File: src/rtl/au_lead_sign_norm_pkg.sv
// Shared types and helpers for the au_lead_sign_norm pipeline.
// The result struct is sized for the widest legal word; users slice the low bits.
package au_lead_sign_norm_pkg;

  localparam int MIN_WIDTH = 2;
  localparam int MIN_TAG_W = 1;
  localparam int MAX_WIDTH = 64;
  localparam int MAX_CNT_W = 7;

  // Width of a shift count that can represent 0..width inclusive.
  function automatic int cnt_w(input int width);
    return $clog2(width + 1);
  endfunction

  typedef struct packed {
    logic [MAX_WIDTH-1:0] onehot;
    logic [MAX_CNT_W-1:0] cnt;
    logic                 flag;
  } lsn_res_t;

endpackage

File: src/rtl/au_lead_sign_norm_if.sv
// Streaming in/out bundle for au_lead_sign_norm.
// slave = the normalizer, master = the producer/consumer side.
interface au_lead_sign_norm_if
  import au_lead_sign_norm_pkg::*;
#(
  parameter int WIDTH = 16,
  parameter int TAG_W = 4
) ();
  localparam int CW = cnt_w(WIDTH);

  logic             in_valid;
  logic             in_ready;
  logic [WIDTH-1:0] in_data;
  logic             in_tc;
  logic [TAG_W-1:0] in_tag;
  logic             out_valid;
  logic             out_ready;
  logic [WIDTH-1:0] out_onehot;
  logic [CW-1:0]    out_cnt;
  logic [WIDTH-1:0] out_norm;
  logic             out_flag;
  logic [TAG_W-1:0] out_tag;

  modport slave (
    input  in_valid, in_data, in_tc, in_tag, out_ready,
    output in_ready, out_valid, out_onehot, out_cnt, out_norm, out_flag, out_tag
  );

  modport master (
    output in_valid, in_data, in_tc, in_tag, out_ready,
    input  in_ready, out_valid, out_onehot, out_cnt, out_norm, out_flag, out_tag
  );
endinterface

File: src/rtl/au_lead_sign_norm_enc.sv
// Combinational leading-sign / leading-zero detect and encode.
// Signed: position of the lowest bit of the leading sign run. Unsigned: first 1.
module au_lead_sign_enc
  import au_lead_sign_norm_pkg::*;
#(
  parameter int WIDTH = 16
) (
  input  logic [WIDTH-1:0] data,
  input  logic             tc,
  output lsn_res_t         res
);
  localparam int CW = cnt_w(WIDTH);

  logic [CW-1:0] pos;
  logic          found;

  // Scan low to high so the last hit (highest index) wins.
  always_comb begin
    pos   = '0;
    found = 1'b0;
    for (int i = 1; i < WIDTH; i++) begin
      if (tc && (data[i] != data[i-1])) begin
        pos   = CW'(i);
        found = 1'b1;
      end
    end
    for (int i = 0; i < WIDTH; i++) begin
      if (!tc && data[i]) begin
        pos   = CW'(i);
        found = 1'b1;
      end
    end
    res = '0;
    if (found) begin
      res.onehot = MAX_WIDTH'(1) << pos;
      res.cnt    = MAX_CNT_W'(CW'(WIDTH - 1) - pos);
    end else if (tc) begin
      // All bits equal: the sign run covers the word, park at bit 0.
      res.onehot = MAX_WIDTH'(1);
      res.cnt    = MAX_CNT_W'(WIDTH - 1);
      res.flag   = 1'b1;
    end else begin
      // Zero word: no position, shift everything out.
      res.cnt  = MAX_CNT_W'(WIDTH);
      res.flag = 1'b1;
    end
  end
endmodule

File: src/rtl/au_lead_sign_norm.sv
// Two-stage leading-sign normalizer with valid/ready backpressure.
// S1: encode; S2: optional barrel shift. Optional shifter: AU_LEAD_SIGN_NORM_SHIFT_EN.
module au_lead_sign_norm
  import au_lead_sign_norm_pkg::*;
#(
  parameter int WIDTH = 16,
  parameter int TAG_W = 4
) (
  input logic                 clk,
  input logic                 rst_n,
  au_lead_sign_norm_if.slave  bus
);
  localparam int CW = cnt_w(WIDTH);

  if (WIDTH < MIN_WIDTH || WIDTH > MAX_WIDTH || TAG_W < MIN_TAG_W || CW > MAX_CNT_W) begin : g_bad_param
    $fatal(1, "au_lead_sign_norm: illegal WIDTH=%0d / TAG_W=%0d", WIDTH, TAG_W);
  end

  lsn_res_t         enc_res;
  logic             unused_res;
  logic             in_ready, s1_load, s2_load;
  logic             s1_valid_d, s1_valid_q, s2_valid_d, s2_valid_q;
  logic [WIDTH-1:0] s1_data_d, s1_data_q;
  logic [WIDTH-1:0] s1_oh_d, s1_oh_q, s2_oh_d, s2_oh_q;
  logic [CW-1:0]    s1_cnt_d, s1_cnt_q, s2_cnt_d, s2_cnt_q;
  logic             s1_flag_d, s1_flag_q, s2_flag_d, s2_flag_q;
  logic [TAG_W-1:0] s1_tag_d, s1_tag_q, s2_tag_d, s2_tag_q;

  au_lead_sign_enc #(.WIDTH(WIDTH)) u_enc (
    .data (bus.in_data),
    .tc   (bus.in_tc),
    .res  (enc_res)
  );
  assign unused_res = ^enc_res;

  // Handshake and stage advance; a stage loads when empty or draining this cycle.
  always_comb begin
    in_ready   = !s1_valid_q || !s2_valid_q || bus.out_ready;
    s1_load    = bus.in_valid && in_ready;
    s2_load    = s1_valid_q && (!s2_valid_q || bus.out_ready);
    s1_valid_d = s1_load || (s1_valid_q && !s2_load);
    s2_valid_d = s2_load || (s2_valid_q && !bus.out_ready);
    s1_data_d  = s1_data_q;
    s1_oh_d    = s1_oh_q;
    s1_cnt_d   = s1_cnt_q;
    s1_flag_d  = s1_flag_q;
    s1_tag_d   = s1_tag_q;
    s2_oh_d    = s2_oh_q;
    s2_cnt_d   = s2_cnt_q;
    s2_flag_d  = s2_flag_q;
    s2_tag_d   = s2_tag_q;
    if (s1_load) begin
      s1_data_d = bus.in_data;
      s1_oh_d   = enc_res.onehot[WIDTH-1:0];
      s1_cnt_d  = enc_res.cnt[CW-1:0];
      s1_flag_d = enc_res.flag;
      s1_tag_d  = bus.in_tag;
    end
    if (s2_load) begin
      s2_oh_d   = s1_oh_q;
      s2_cnt_d  = s1_cnt_q;
      s2_flag_d = s1_flag_q;
      s2_tag_d  = s1_tag_q;
    end
  end

  // Pipeline registers; reset drops any in-flight words.
  always_ff @(posedge clk or negedge rst_n) begin
    if (!rst_n) begin
      s1_valid_q <= 1'b0;
      s2_valid_q <= 1'b0;
      s1_data_q  <= '0;
      s1_oh_q    <= '0;
      s1_cnt_q   <= '0;
      s1_flag_q  <= 1'b0;
      s1_tag_q   <= '0;
      s2_oh_q    <= '0;
      s2_cnt_q   <= '0;
      s2_flag_q  <= 1'b0;
      s2_tag_q   <= '0;
    end else begin
      s1_valid_q <= s1_valid_d;
      s2_valid_q <= s2_valid_d;
      s1_data_q  <= s1_data_d;
      s1_oh_q    <= s1_oh_d;
      s1_cnt_q   <= s1_cnt_d;
      s1_flag_q  <= s1_flag_d;
      s1_tag_q   <= s1_tag_d;
      s2_oh_q    <= s2_oh_d;
      s2_cnt_q   <= s2_cnt_d;
      s2_flag_q  <= s2_flag_d;
      s2_tag_q   <= s2_tag_d;
    end
  end

`ifdef AU_LEAD_SIGN_NORM_SHIFT_EN
  logic [WIDTH-1:0] s2_norm_d, s2_norm_q;

  // Barrel shift in S2; a count of WIDTH shifts everything out.
  always_comb begin
    s2_norm_d = s2_norm_q;
    if (s2_load) s2_norm_d = s1_data_q << s1_cnt_q;
  end

  // Normalized value register.
  always_ff @(posedge clk or negedge rst_n) begin
    if (!rst_n) s2_norm_q <= '0;
    else        s2_norm_q <= s2_norm_d;
  end

  assign bus.out_norm = s2_norm_q;
`else
  logic unused_data;
  assign unused_data  = ^s1_data_q;
  assign bus.out_norm = '0;
`endif

  assign bus.in_ready   = in_ready;
  assign bus.out_valid  = s2_valid_q;
  assign bus.out_onehot = s2_oh_q;
  assign bus.out_cnt    = s2_cnt_q;
  assign bus.out_flag   = s2_flag_q;
  assign bus.out_tag    = s2_tag_q;
endmodule

File: src/flat_wrapper.sv
// flat-port wrapper written by rule: the top's interface ports become plain ports
module au_lead_sign_norm_flat import au_lead_sign_norm_pkg::*;
#(
  parameter int WIDTH = 16,
  parameter int TAG_W = 4
)
  (clk, rst_n, bus_in_valid, bus_in_data, bus_in_tc, bus_in_tag, bus_out_ready, bus_in_ready, bus_out_valid, bus_out_onehot, bus_out_cnt, bus_out_norm, bus_out_flag, bus_out_tag);
  au_lead_sign_norm_if #(.WIDTH(WIDTH), .TAG_W(TAG_W)) bus_i ();
  input logic clk;
  input logic rst_n;
  input wire logic [$bits(bus_i.in_valid)-1:0] bus_in_valid;
  input wire logic [$bits(bus_i.in_data)-1:0] bus_in_data;
  input wire logic [$bits(bus_i.in_tc)-1:0] bus_in_tc;
  input wire logic [$bits(bus_i.in_tag)-1:0] bus_in_tag;
  input wire logic [$bits(bus_i.out_ready)-1:0] bus_out_ready;
  output wire logic [$bits(bus_i.in_ready)-1:0] bus_in_ready;
  output wire logic [$bits(bus_i.out_valid)-1:0] bus_out_valid;
  output wire logic [$bits(bus_i.out_onehot)-1:0] bus_out_onehot;
  output wire logic [$bits(bus_i.out_cnt)-1:0] bus_out_cnt;
  output wire logic [$bits(bus_i.out_norm)-1:0] bus_out_norm;
  output wire logic [$bits(bus_i.out_flag)-1:0] bus_out_flag;
  output wire logic [$bits(bus_i.out_tag)-1:0] bus_out_tag;
  assign bus_i.in_valid = bus_in_valid;
  assign bus_i.in_data = bus_in_data;
  assign bus_i.in_tc = bus_in_tc;
  assign bus_i.in_tag = bus_in_tag;
  assign bus_i.out_ready = bus_out_ready;
  assign bus_in_ready = bus_i.in_ready;
  assign bus_out_valid = bus_i.out_valid;
  assign bus_out_onehot = bus_i.out_onehot;
  assign bus_out_cnt = bus_i.out_cnt;
  assign bus_out_norm = bus_i.out_norm;
  assign bus_out_flag = bus_i.out_flag;
  assign bus_out_tag = bus_i.out_tag;
  au_lead_sign_norm #(.WIDTH(WIDTH), .TAG_W(TAG_W)) u_core (.clk(clk), .rst_n(rst_n), .bus(bus_i));
endmodule
File: config.mk
export PLATFORM = sky130hd
export DESIGN_NAME = au_lead_sign_norm_flat
export DESIGN_NICKNAME = d
export VERILOG_FILES = /design/src/rtl/au_lead_sign_norm_pkg.sv /design/src/rtl/au_lead_sign_norm_if.sv /design/src/rtl/au_lead_sign_norm_enc.sv /design/src/rtl/au_lead_sign_norm.sv /design/src/flat_wrapper.sv
export SDC_FILE = /design/constraint.sdc
export NUM_CORES = 1
export LEC_CHECK = 0
export CAP_MARGIN = 20
export CELL_PAD_IN_SITES_DETAIL_PLACEMENT = 1
export CELL_PAD_IN_SITES_GLOBAL_PLACEMENT = 1
export CORE_AREA = 2 2 93 95
export DETAILED_ROUTE_END_ITERATION = 8
export DIE_AREA = 0 0 95 97
export GPL_TIMING_DRIVEN = 0
export PLACE_DENSITY = 0.77
export SLEW_MARGIN = 5
export SYNTH_ARGS = -nofsm -noshare
export SYNTH_HDL_FRONTEND = slang
export SYNTH_SLANG_ARGS = --single-unit
File: constraint.sdc
create_clock -name clk -period 1.8 [get_ports clk]
set_input_delay 0.18 -clock clk [delete_from_list [all_inputs] [get_ports clk]]
set_output_delay 0.18 -clock clk [all_outputs]
set_load 0.01 [all_outputs]
# After elaboration in Yosys (flattened, before gate mapping)
# Cells that the tools add are included.
# word_totals
register_bits	54
ram_bits	0
out_inout_bits	44
rom_bits	0
input_bits	25
mem_count	0
latch_bits	0
wordCells	138
# op_classes
n_lt_le_gt_ge	0
bitwise_logic	0
n_addsub	1
mux	66
reduce_logical	45
mul	0
eq_ne	15
div	0
n_shift	1
# ops
op	count
$mux W5	30
$logic_and A1 B1 Y1	35
$mux W1	34
$mux W23	1
$shl A1 B5 Y16 const A	1
$ne A1 B1 Y1	15
$mux W6	1
$sub A4 B5 Y6 const A	1
$logic_not A1 Y1	5
$logic_or A1 B1 Y1	5

# Depth between registers and ports, before layout
# logic_depth
word_depth	35
mapped_depth	7
ltp_nobuf	6

# By module
# A second synthesis with hierarchy kept.
# hier_totals
hier_cells	335
hier_area_um2	3622.2
# modules_own_cells
mod	seq_area_each_um2	cells_per_inst	instances	area_per_inst_um2
au_lead_sign_norm	1351.3	133	1	2272.2
au_lead_sign_enc	0.0	202	1	1350.0

# Worst setup path before layout
# OpenSTA, ideal clock, no wires.
# synth_timing
path_kind	input-to-reg
startpoint	input bus_in_data[14]
endpoint	register u_core.s1_oh_q[7]
required_ps	1678
path_slack_ps	-106
setup_ps	122
arrival_ps	1784
path_buffers	1
stages	7
path_cell_list	buf_2 -> or4_4 -> nor3_4 -> a32o_2 -> a31oi_4 -> and3_1 -> a32o_1
# synth_via
elab_chain_cells	22
elab_cells_between_ends	43
classes_between	eq/ne: 2; shift: 1; mux: 37; reduce/logical: 3
# synth_rtl
item	line_no	text
from (decl)	flat_wrapper.sv:12	input wire logic [$bits(bus_i.in_data)-1:0] bus_in_data;
$ne A1 B1 Y1	au_lead_sign_norm_enc.sv:22	if (tc && (data[i] != data[i-1])) begin
$logic_and A1 B1 Y1	au_lead_sign_norm_enc.sv:22	
$mux W5 (2 in series)	au_lead_sign_norm_enc.sv:22	
$mux W5 (16 in series)	au_lead_sign_norm_enc.sv:28	if (!tc && data[i]) begin
$shl A1 B5 Y16	au_lead_sign_norm_enc.sv:35	res.onehot = MAX_WIDTH'(1) << pos;
$mux W23 (*)	au_lead_sign_norm_enc.sv:34	if (found) begin
to (signal assigned)	au_lead_sign_norm.sv:85	s1_oh_q <= s1_oh_d;
to (decl)	au_lead_sign_norm.sv:24	logic [WIDTH-1:0] s1_oh_d, s1_oh_q, s2_oh_d, s2_oh_q;
# Mark *: on every way between the ends. The rest lies on a longest branch, timed or not.
# A chain may end at the register's enable or synchronous reset.

# Worst setup path in the final report
# layout_timing
startpoint	input bus_in_data[15]
endpoint	register u_core.s1_oh_q[7]
# layout_via
elab_chain_cells	21
elab_cells_between_ends	39
classes_between	eq/ne: 1; shift: 1; mux: 35; reduce/logical: 2
# layout_rtl
item	line_no
$ne A1 B1 Y1	au_lead_sign_norm_enc.sv:22
$logic_and A1 B1 Y1	au_lead_sign_norm_enc.sv:22
$mux W5	au_lead_sign_norm_enc.sv:22
$mux W5 (16 in series)	au_lead_sign_norm_enc.sv:28
$shl A1 B5 Y16	au_lead_sign_norm_enc.sv:35
$mux W23 (*)	au_lead_sign_norm_enc.sv:34
# Marked as above.

==> results by group <==
Global routing
  • GRT Max-Usage Layer: met2
  • M1 GR Usage: 22.2%
  • M3 GR Usage: 2.26%
  • Met2 Use GR: 30.8%
  • Overflow after GRT: 0
  • Vias in the first global route: 2613
  • First-pass GRT wire length: 13.0 mm
  • Initial antenna violation count: 0
  • Largest net degree at the start of global routing: 32
  • GRT Total Usage: 17.4%

Critical path
  • CP max FO: 5
  • CP startpoint: bus_in_data[15]
  • Reg-to-Reg Start: u_core.bus.out_valid
  • Data arrival, critical path: 2.00 ns
  • Critical path class: in -> reg
  • Worst reg2reg setup slack: 0.23 ns
  • Crit end category: flip-flop
  • Critical path data required time: 2.00 ns
  • Startpoint Class: input pin

Cells and area
  • Design Area, Final: 4120 µm²
  • Non-filler instance count after layout: 496
  • Antenna diodes: 0
  • Area Growth Syn to Fin: 36.4%
  • Layout cells sized above 1: 32.0%
  • Layout Nets: 415

Synthesis
  • YS warnings: 0
  • EDFF count, synth: 0
  • Ys flop type: dfrtp_1
  • Synthesized cell area: 3020 µm²
  • Distinct cells, synth: 62
  • Seq cells post-synth: 54
  • Top post-synthesis cells by area: dfrtp_1, mux2_2, nand2_1, buf_4, o21ai_0
  • Most common cell in the synthesized netlist: dfrtp_1
  • Avg Cell Area, Syn: 9.98 µm²
  • Cell taking the most area after synthesis: dfrtp_1
  • Synth cell count leaders: dfrtp_1, nand2_1, mux2_2
  • Seq/Total Area, Yosys: 44.7%
  • FFs w/ async S/R, synth: 100%
  • Top-area cell type share of the netlist area: 44.7%
  • Mapped Cells: 303

STA
  • Final Cycle Share: 99.7%
  • Min cycle time layout: 1.80 ns
  • Worst slew pin tran: 0.575 ns
  • Max_slew headroom: 61.7%
  • Fmax: 557 MHz
  • Max Slew Vio Count: 0
  • Final Worst Setup Slack: 0.00497 ns
  • Skew final: 0.00620 ns
  • RSZ-0062 raised after global routing: true
  • # setup viols final: 0
  • Final Hold Fails: 0

Detailed routing
  • DR vias/cell: 5.19
  • DRC viols: 0
  • DRT iter0 DRCs: 88
  • Drt pass-1 iters: 4
  • Routed len/inst: 16.3 µm
  • Detailed Route WL: 8.10 mm
  • DR vias: 2572
  • Final antenna-violating net count: 0

Hold path
  • Worst Hold Launch: bus_in_tag[2]
  • Hold Crit Class: in -> reg

Floorplan
  • Row count: 33
  • Starting Density: 37.2%
  • Ports: 69
  • Core area: 8130 µm²
  • Die W: 95 µm
  • Die H: 97 µm
  • Die area: 9220 µm²

Pwr
  • Internal power: 1980 µW
  • Clock network power share: 24.9%
  • Gate power share: 26.4%
  • Power per cell area: 677 nW/µm²
  • Static Leak: 0.00186 µW
  • Share of power burned in registers: 48.8%
  • Worst vdd ir: 0.373 mV
  • Sw Share: 29.1%
  • Final Total Pwr: 2790 µW
  • Switch Pwr: 811 µW

Clock network
  • Skew-Pair Late Insertion Delay: 0.31 ns
  • Clk sinks: 54
  • Num CTS Buffers: 5
  • CTS tree: done
  • CTS Buffer Depth: 2
  • Max H-tree Level: 2
  • Root buf cell: clkbuf_8
  • Clk slew on worst S/H paths: 0.09 ns

Job
  • Max Cap Violations: 0

Placement
  • Post-detail-place hpwl: 5.67 mm
  • Port Buffers: 46
  • Final Wtd Congestion: 0.843
  • Placed cells: 470
  • Worst slack at placement: -0.804 ns
  • Area of placed instances: 3700 µm²

Run status
  • Status: complete, no violations
-- worst paths after layout --
path | endpoint | cells past startpoint
worst max register to register | u_core.s1_oh_q[8] | 5
worst min register to register | u_core.s1_cnt_q[4] | 2
worst max-delay path | u_core.s1_oh_q[7] | 7
min in group asynchronous | u_core.bus.out_cnt[1] | 2
max in group asynchronous | u_core.bus.out_onehot[8] | 3
worst min-delay path | u_core.s1_tag_q[2] | 3
-- power groups by stage --
stage	Clock (µW)	Combinational [µW]	Sequential, µW
after floorplan	0	346	1410
after global placement	0	644	1380
after detailed placement	0	667	1390
after CTS	723	704	1360
after global routing	760	804	1370
final	694	737	1360
-- per-layer routing --
| metal | up-vias | share of wire, % | routed length, µm |
|---|---|---|---|
| met5 | - | 0 | 0 |
| met4 | 0 | 0.77 | 62 |
| met3 | 8 | 3.0 | 243 |
| met2 | 54 | 53 | 4270 |
| met1 | 1286 | 43 | 3520 |
| li1 | 1224 | - | - |
-- flip-flops by register name, summed over array words and instances, names as in the netlist --
register / flops
u_core.s1_oh_q: 16
u_core.bus.out_tag: 4
u_core.s1_flag_q: 1
u_core.bus.out_flag: 1
u_core.bus.out_valid: 1
u_core.bus.out_onehot: 16
u_core.s1_cnt_q: 5
u_core.bus.out_cnt: 5
u_core.s1_tag_q: 4
u_core.s1_valid_q: 1
-- critical path: stages --
cell,delay [ns]
buf_8,0.10
or4_4,0.58
nor3_4,0.26
a32o_2,0.28
a31oi_4,0.14
and3_1,0.22
a32o_1,0.25
-- stage by stage --
step | hold WS (ns) | utilization, % | TNS (ns)
after detailed placement | 0.207 | 45.5 | -20.87
after CTS | 0.399 | 48.7 | 0
after floorplan | -0.116 | - | -0.0534
final | 0.404 | 50.7 | 0
after global routing | 0.407 | 50.7 | -0.0818
after global placement | 0.454 | 45.3 | -74.62
-- placed cells by master, fill, tap and decap left out, types with 4 or more instances in the layout --
master and n:
clkbuf_8 6, o21ai_1 10, nor2_1 14, nor3_1 4, nand3_1 7, nand2_1 45
nor3_4 4, clkdlybuf4s50_1 34, and3_1 5, nand2b_1 7, buf_2 9, conb_1 16
buf_4 31, inv_1 4, a21oi_1 6, clkbuf_2 8, buf_6 4, o21ai_0 11
mux2_2 26, dlygate4sd2_1 4, dfrtp_1 54
-- what timing repair did --
item                                   CTS  global route
pin swaps                               15             9
gates cloned                             1             1
resized for setup                       48            41
setup buffers                            6             9
endpoints found under the hold margin   23             0
setup endpoints to repair               21            39
hold buffers                             1             0
-- layout make-up --
type / count / area [µm²]
repair buffers: 64 / 588
flip-flops and latches: 54 / 1350
fillers: 940 / 4010
clock buffers: 6 / 82.6
inverters: 4 / 15.0
clock inverters: 2 / 12.5
well taps: 105 / 131
plain buffers: 34 / 241
multi-input cells: 227 / 1700
-- kinds of logic after synthesis --
group                     after synthesis  share of synthesized area (%)
DFF                                    54                           44.7
xor gates and xnor gates                3                          0.869
AOI/OAI and AO/OA                      69                           18.0
other                                   1                          0.124
buffers and inverters                  38                           7.45
muxes                                  27                           10.0
and+or+nand+nor                       111                           18.9
Power figures use the tool's default switching activity.
